### src/rtl/latch_share_arbiter.sv
// Round-robin arbiter that shares one capture register among N_REQ requesters.
// Each grant captures the selected word and holds it valid for HOLD_CYC cycles.
module latch_share_arbiter #(
  parameter int N_REQ    = 4,
  parameter int DW       = 8,
  parameter int HOLD_CYC = 2,
  localparam int SW      = (N_REQ > 1) ? $clog2(N_REQ) : 1
) (
  input  logic                  clk,
  input  logic                  rst,
  input  logic                  en,
  input  logic [N_REQ-1:0]      req,
  input  logic [N_REQ*DW-1:0]   req_data,
  output logic [N_REQ-1:0]      gnt,
  output logic [DW-1:0]         out_data,
  output logic [SW-1:0]         out_src,
  output logic                  out_valid
);

  localparam int CW = (HOLD_CYC > 1) ? $clog2(HOLD_CYC) : 1;

  typedef enum logic {IDLE, HOLD} state_t;

  state_t             state_q;
  logic [CW-1:0]      hold_cnt_q;
  logic [SW-1:0]      ptr_q;
  logic [SW-1:0]      ptr_d;
  logic [N_REQ-1:0]   gnt_q;
  logic [DW-1:0]      out_data_q;
  logic [SW-1:0]      out_src_q;
  logic               out_valid_q;

  logic [SW-1:0]      sel;
  logic               found;
  logic               decision;
  logic               grant;
  int unsigned        idx;

  // Wrap-around scan starting at ptr_q; the first set bit wins.
  always_comb begin
    sel   = '0;
    found = 1'b0;
    idx   = 0;
    for (int unsigned k = 0; k < N_REQ; k++) begin
      idx = (32'(ptr_q) + k) % N_REQ;
      if (!found && req[idx]) begin
        found = 1'b1;
        sel   = SW'(idx);
      end
    end
  end

  always_comb begin
    decision = (state_q == IDLE) || (hold_cnt_q == '0);
    grant    = decision && en && found;
    ptr_d    = (32'(sel) == N_REQ - 1) ? '0 : sel + 1'b1;
  end

  always_ff @(posedge clk or posedge rst) begin
    if (rst) begin
      state_q     <= IDLE;
      hold_cnt_q  <= '0;
      ptr_q       <= '0;
      gnt_q       <= '0;
      out_data_q  <= '0;
      out_src_q   <= '0;
      out_valid_q <= 1'b0;
    end else if (grant) begin
      state_q     <= HOLD;
      hold_cnt_q  <= CW'(HOLD_CYC - 1);
      ptr_q       <= ptr_d;
      gnt_q       <= N_REQ'(1) << sel;
      out_data_q  <= req_data[sel*DW +: DW];
      out_src_q   <= sel;
      out_valid_q <= 1'b1;
    end else if (decision) begin
      state_q     <= IDLE;
      gnt_q       <= '0;
      out_valid_q <= 1'b0;
    end else begin
      gnt_q       <= '0;
      hold_cnt_q  <= hold_cnt_q - 1'b1;
    end
  end

  assign gnt       = gnt_q;
  assign out_data  = out_data_q;
  assign out_src   = out_src_q;
  assign out_valid = out_valid_q;

endmodule

### config.mk
export PLATFORM = sky130hd
export DESIGN_NAME = latch_share_arbiter
export DESIGN_NICKNAME = d
export VERILOG_FILES = /design/src/rtl/latch_share_arbiter.sv
export SDC_FILE = /design/constraint.sdc
export NUM_CORES = 1
export LEC_CHECK = 0
export ABC_AREA = 1
export CAP_MARGIN = 20
export CORE_MARGIN = 2
export CORE_UTILIZATION = 40
export CTS_CLUSTER_DIAMETER = 150
export DETAILED_ROUTE_END_ITERATION = 10
export GPL_ROUTABILITY_DRIVEN = 0
export PLACE_DENSITY = 0.72
export SYNTH_ARGS = -nofsm -noshare
export SYNTH_HDL_FRONTEND = slang
export SYNTH_SLANG_ARGS = --single-unit
### constraint.sdc
create_clock -name clk -period 2.2 [get_ports clk]
set_input_delay 0.66 -clock clk [delete_from_list [all_inputs] [get_ports clk]]
set_output_delay 0.66 -clock clk [all_outputs]
set_load 0.03 [all_outputs]
==> metrics, run 1 <==
CTS buffer count 3; clock latency on the worst-skew pair slightly above 0.3 ns; VDD IR max about 690 uV; worst-margin pin slew between 0.4 and 0.5 ns; die width 62.95 um; ys flop type dfrtp_1; Clock transition at path regs between 0.1 and 0.15 ns; CTS HTree Levels 1; Distinct cells, synth 25; Arr. time, crit path about 2.4 ns; IO buf count 53; Cell Rows 21; vias in the first global route ~1400; max-slew violations 0; min Tclk post-route 2.153 ns; Syn Inst Count between 150 and 200; Initial Utilization between 40% and 50%; layout cell share with drive strength beyond 1 21.54%; Fin. Hold Viols 0; vias per inst about 4.6; leak pwr approximately 1.1 nW; Mean Syn Cell Area approximately 7 sq um; first-pass GRT wire length 5982 um; Iter 0 DRT Violations 34; Longest Clk Path Bufs 2; Sink Count 18; sequential fraction of the synthesis area between 30% and 40%; synth cell count leaders nand2_1 (58), nand3_1 (29), inv_1 (28); number of flops mapped to enable cells by yosys 0; I/O pin count 54; CP Class in2reg; fmax between 0.4 and 0.5 GHz; Die Ht approximately 63 um; cell area power density around 1700 nW/um^2; Synth top area share 32.40%; Max Cap Viol 0; wire per inst 11.17 um; Yosys reg bits 18; Setup WS pre-CTS -0.2681 ns; Congestion Overflow GR 0; Synth area leader dfrtp_1; core area between 3000 and 4000 sq um; Fin Clk Skew between 0.01 and 0.015 ns; CTS tree yes; antenna violations before repair 0; crit path max fanout 3; crit path launch type primary input; largest net degree at the start of global routing 19; ranking of synthesized cells by area dfrtp_1 (32%), nand2_1 (16%), nand3_1 (10%); hold_buf cts 0; Worst EP required ~2.4 ns; Routed WL around 3400 um; final net count between 300 and 400; slew margin rel. 72.79%; run status complete, no violations; most common cell in the synthesized netlist nand2_1; Vias 1419; drt first pass iters 4; area of the die slightly below 4000 sq um; clk root buf clkbuf_4; crit end category flip-flop; GRT Total Usage 18.38%; # diodes 0; syn_nets ~240; Final ANT Viol Nets 0; Ys Warns 0; final total power around 0.0035 W; crit share post-route ~98%; final-report setup violation count 0; Area Growth Syn to Fin 50.50%; dpl hpwl between 2000 and 3000 um; DRC 0; setup slack after layout roughly 0.047 ns; mapped cell area 1390 sq um; HP Class reg2reg; post-synthesis async set-or-reset flop share between 90% and 100%
cell usage in the layout, fill, tap and decap left out, types with 2 or more instances in the layout:
cell	netlist	layout
nand3_1	29	26
nor2_1	3	3
o21ai_0	2	2
clkbuf_4	0	3
nand3_2	1	4
clkdlybuf4s50_1	0	52
nor2_4	4	4
buf_4	1	11
nand2_2	17	19
dfrtp_1	18	18
inv_2	3	4
nand2_1	58	56
inv_1	28	27
nand3_4	3	3
nand4_1	16	16
kinds of logic (layout without fill, tap and decap cells):
group | Yosys count | count (layout) | share of synthesized area [%]
simple gates | 134 | 134 | 51.49
buf+inv | 39 | 102 | 13.32
flops | 18 | 18 | 32.40
compound gates | 5 | 5 | 1.890
fa+ha+maj | 1 | 1 | 0.8999
through the flow:
| step | cell area [sq um] | util, % | cells | TNS (ns) | hold WS [ns] |
|---|---|---|---|---|---|
| after floorplan | 1390 | - | 197 | 0 | 0.4970 |
| after global placement | 2027 | 60.74 | 302 | -1.800 | 0.4668 |
| after detailed placement | 2027 | 60.74 | 302 | -2.316 | 0.4794 |
| after CTS | 2063 | 61.83 | 306 | 0 | 0.5040 |
| after global routing | 2092 | 62.69 | 306 | -0.03943 | 0.5380 |
| final | 2092 | 62.69 | 306 | 0 | 0.5022 |
registers in the layout, summed over array words and instances, names as in the netlist:
name        cells
out_src         2
ptr_q           2
hold_cnt_q      1
out_valid       1
out_data        8
gnt             4
final timing paths:
check                                            start                      end  slack, ns  depth (start not counted)
worst max-delay path                            req[1]     ptr_q[1]$_DFFE_PP0P_       0.05                         13
worst min-delay path            out_src[0]$_DFFE_PP0P_   out_src[0]$_DFFE_PP0P_       0.50                          2
worst max register to register    ptr_q[0]$_DFFE_PP0P_     ptr_q[1]$_DFFE_PP0P_       0.19                         10
worst min register to register  out_src[0]$_DFFE_PP0P_   out_src[0]$_DFFE_PP0P_       0.50                          2
max in group asynchronous                          rst         gnt[1]$_DFF_PP0_       1.34                          3
min in group asynchronous                          rst  out_data[2]$_DFFE_PP0P_       0.65                          3
layout make-up:
type                            instances  area (sq um)
Multi-Input combinational cell        140         780.7
Timing Repair Buffer                   65         635.6
Sequential cell                        18         450.4
Tap cell                               46         57.56
Fill cell                             320          1245
Inverter                               33         131.4
Clock buffer                            4         36.28
critical path, cell delays in order:
cell and delay (ns):
clkdlybuf4s50_1 0.47, inv_1 0.05, nand2_1 0.09, nand3_1 0.12, nand2_2 0.13, inv_1 0.09, nand2_1 0.09, nor2_2 0.05
nor2_4 0.13, inv_1 0.08, ha_1 0.28, nand2_1 0.06, o21ai_0 0.07
timing repair:
item                                   CTS  global route
endpoints found under the hold margin    0             0
gates resized for setup                  0             8
setup buffers                            0             0
setup endpoints to repair                0             3
power breakdown:
part	internal (W)	switching (W)	leakage, nW
logic	0.00106	0.00159	0.808
registers	0.000491	0.000123	0.225
clock network	0.000101	0.000112	0.0210
routing by layer:
metal / track usage (%) / part of all wire [%] / wire (um)
met2: 34.18 / 50 / 1717
met5: 0 / 0 / 0
met4: 5.000 / 1.3 / 43
met1: 22.72 / 45 / 1530
met3: 1.081 / 3.7 / 126
(Power assumes the default switching activity.)
==> run 2: changes to the inputs <==
--- a/config.mk
+++ b/config.mk
@@ -7,6 +7,7 @@
 export LEC_CHECK = 0
 export ABC_AREA = 1
 export CAP_MARGIN = 20
+export CORE_ASPECT_RATIO = 0.8
 export CORE_MARGIN = 2
 export CORE_UTILIZATION = 40
 export CTS_CLUSTER_DIAMETER = 150
==> run 2 against run 1 <==
Utilization rose by 0.69 points. Non-clock buffer count rose by 2. Fmax rose by 9.0%. Combinational power rose by 6%. Final cell count fell by 0.33%. Critical endpoint is now out_data[1]. Largest cell class unchanged. Highest routed layer unchanged.
==> metrics, run 2 (same netlist as run 1, synthesis figures left out) <==
run status complete, no violations; worst-margin pin slew slightly below 0.7 ns; Worst EP required about 1.5 ns; most frequent cells in the layout nand2_1 (53), clkdlybuf4s50_1 (49), nand3_1 (27); DRC 0; antenna violations before repair 0; Longest Clk Path Bufs 2; largest net degree at the start of global routing 19; die width ~70 um; CP Class reg2out; vias in the first global route approximately 1400; FF-to-FF setup slack approximately 0.25 ns; IO buf count 53; crit path launch type flip-flop; Routed WL about 3600 um; crit path max fanout 2; setup_tns 0 ns; VDD IR max around 660 uV; crit end category output pin; design area about 2100 sq um; max reg flops 8; cell family with most CP delay buffers and inverters; max-slew violations 0; CTS buffer count 3; clock latency on the worst-skew pair 0.26 ns; most common cell after layout, fill and taps aside nand2_1; fillcell total 320; area of the die approximately 4000 sq um; Fin. Hold Viols 0; Congestion Overflow GR 0; Cell Rows 19; Iter 0 DRT Violations 47; Initial Utilization about two fifths; first-pass GRT wire length just over 6000 um; Slowest cell on crit path clkdlybuf4s50_1; HP Class reg2reg; final net count around 300; drt first pass iters 4; Area Growth Syn to Fin 53.92%; Fin Hold WS around 0.49 ns; Clock transition at path regs approximately 0.070 ns; cell area power density around 1700 nW/um^2; Final ANT Viol Nets 0; worst-path cell chain clkdlybuf4s50_1; Arr. time, crit path approximately 1.3 ns; min Tclk post-route roughly 2.0 ns; Max Cap Viol 0; hold_buf cts 0; dpl hpwl roughly 2700 um; Die Ht between 50 and 60 um; core area roughly 3400 sq um; layout cell share with drive strength beyond 1 about a quarter; DP Area between 2000 and 2500 sq um; Buf/Inv on CP 1; slew margin rel. a little under three fifths; CTS tree yes; I/O pin count 54; clk root buf clkbuf_8; CP max stage delay roughly 0.68 ns; crit share post-route about nine tenths; fmax around 0.51 GHz; leak pwr between 1 and 1.5 nW; # diodes 0; wire per inst approximately 12 um; RSZ-0062 raised after global routing no; Sink Count 18; GRT Total Usage 18.73%; CTS HTree Levels 1; vias per inst 4.816; Vias 1469; final-report setup violation count 0; Fin Clk Skew ~0.0027 ns
run 2: final timing paths:
check	startpoint	end	cells after the start
min reg2reg	out_valid$_DFFE_PP0P_	hold_cnt_q$_DFFE_PP0P_	1
min	out_valid$_DFFE_PP0P_	hold_cnt_q$_DFFE_PP0P_	1
max	out_data[1]$_DFFE_PP0P_	out_data[1]	1
max in group asynchronous	rst	out_data[4]$_DFFE_PP0P_	2
max reg2reg	ptr_q[0]$_DFFE_PP0P_	out_data[2]$_DFFE_PP0P_	13
min in group asynchronous	rst	hold_cnt_q$_DFFE_PP0P_	2
run 2: per-stage QoR:
| stage | utilization [%] | total power, W | worst slack (ns) | cells |
|---|---|---|---|---|
| after floorplan | - | 0.002437 | 0.1259 | 197 |
| after global placement | 60.12 | 0.003244 | -0.1980 | 299 |
| after detailed placement | 60.12 | 0.003276 | -0.2481 | 299 |
| after CTS | 61.75 | 0.003557 | 0.01703 | 303 |
| after global routing | 63.38 | 0.003982 | 0.1408 | 305 |
| final | 63.38 | 0.003670 | 0.2252 | 305 |
run 2: final cells by class:
cell class | count | area (sq um) | share of cell area (%)
multi-input combinational | 141 | 788.3 | 36.84
clock buffer | 4 | 55.05 | 2.573
sequential | 18 | 450.4 | 21.05
tap | 42 | 52.55 | 2.456
timing repair buffer | 67 | 661.9 | 30.94
inverter | 33 | 131.4 | 6.140
run 2: repair_timing:
item | 4_1_cts | 5_1_grt
resized for setup | 0 | 17
setup endpoints to repair | 0 | 11
buffers inserted | 0 | 1
run 2: worst register-to-register path, cell delays in order (launching register included):
cell	delay, ns
dfrtp_1	0.42
buf_4	0.19
nand2_1	0.08
nand2_2	0.09
nand2_2	0.07
nand2_2	0.07
nor2_4	0.16
nand2_2	0.09
nor2_4	0.12
nor2_4	0.06
buf_4	0.14
nor2_2	0.21
nand3_1	0.10
nand3_1	0.09
run 2: routing by layer:
metal	routed length (um)	up-vias	global-route usage [%]
met1	1665	670	23.96
met3	174	2	4.488
met4	17	0	3.297
met5	0	-	0
li1	-	761	-
met2	1697	36	32.65
run 2: where the power goes:
| part | switching, W | internal [W] |
|---|---|---|
| sequential | 0.0000989 | 0.000492 |
| combinational | 0.00168 | 0.00113 |
| clock | 0.000113 | 0.000159 |
==> run 3: changes to the inputs <==
--- a/config.mk
+++ b/config.mk
@@ -14,6 +14,7 @@
 export DETAILED_ROUTE_END_ITERATION = 10
 export GPL_ROUTABILITY_DRIVEN = 0
 export PLACE_DENSITY = 0.72
+export SKIP_CTS_REPAIR_TIMING = 1
 export SYNTH_ARGS = -nofsm -noshare
 export SYNTH_HDL_FRONTEND = slang
 export SYNTH_SLANG_ARGS = --single-unit
==> results of run 3 <==
No change in the layout: final DEF, timing and power equal those of run 2.
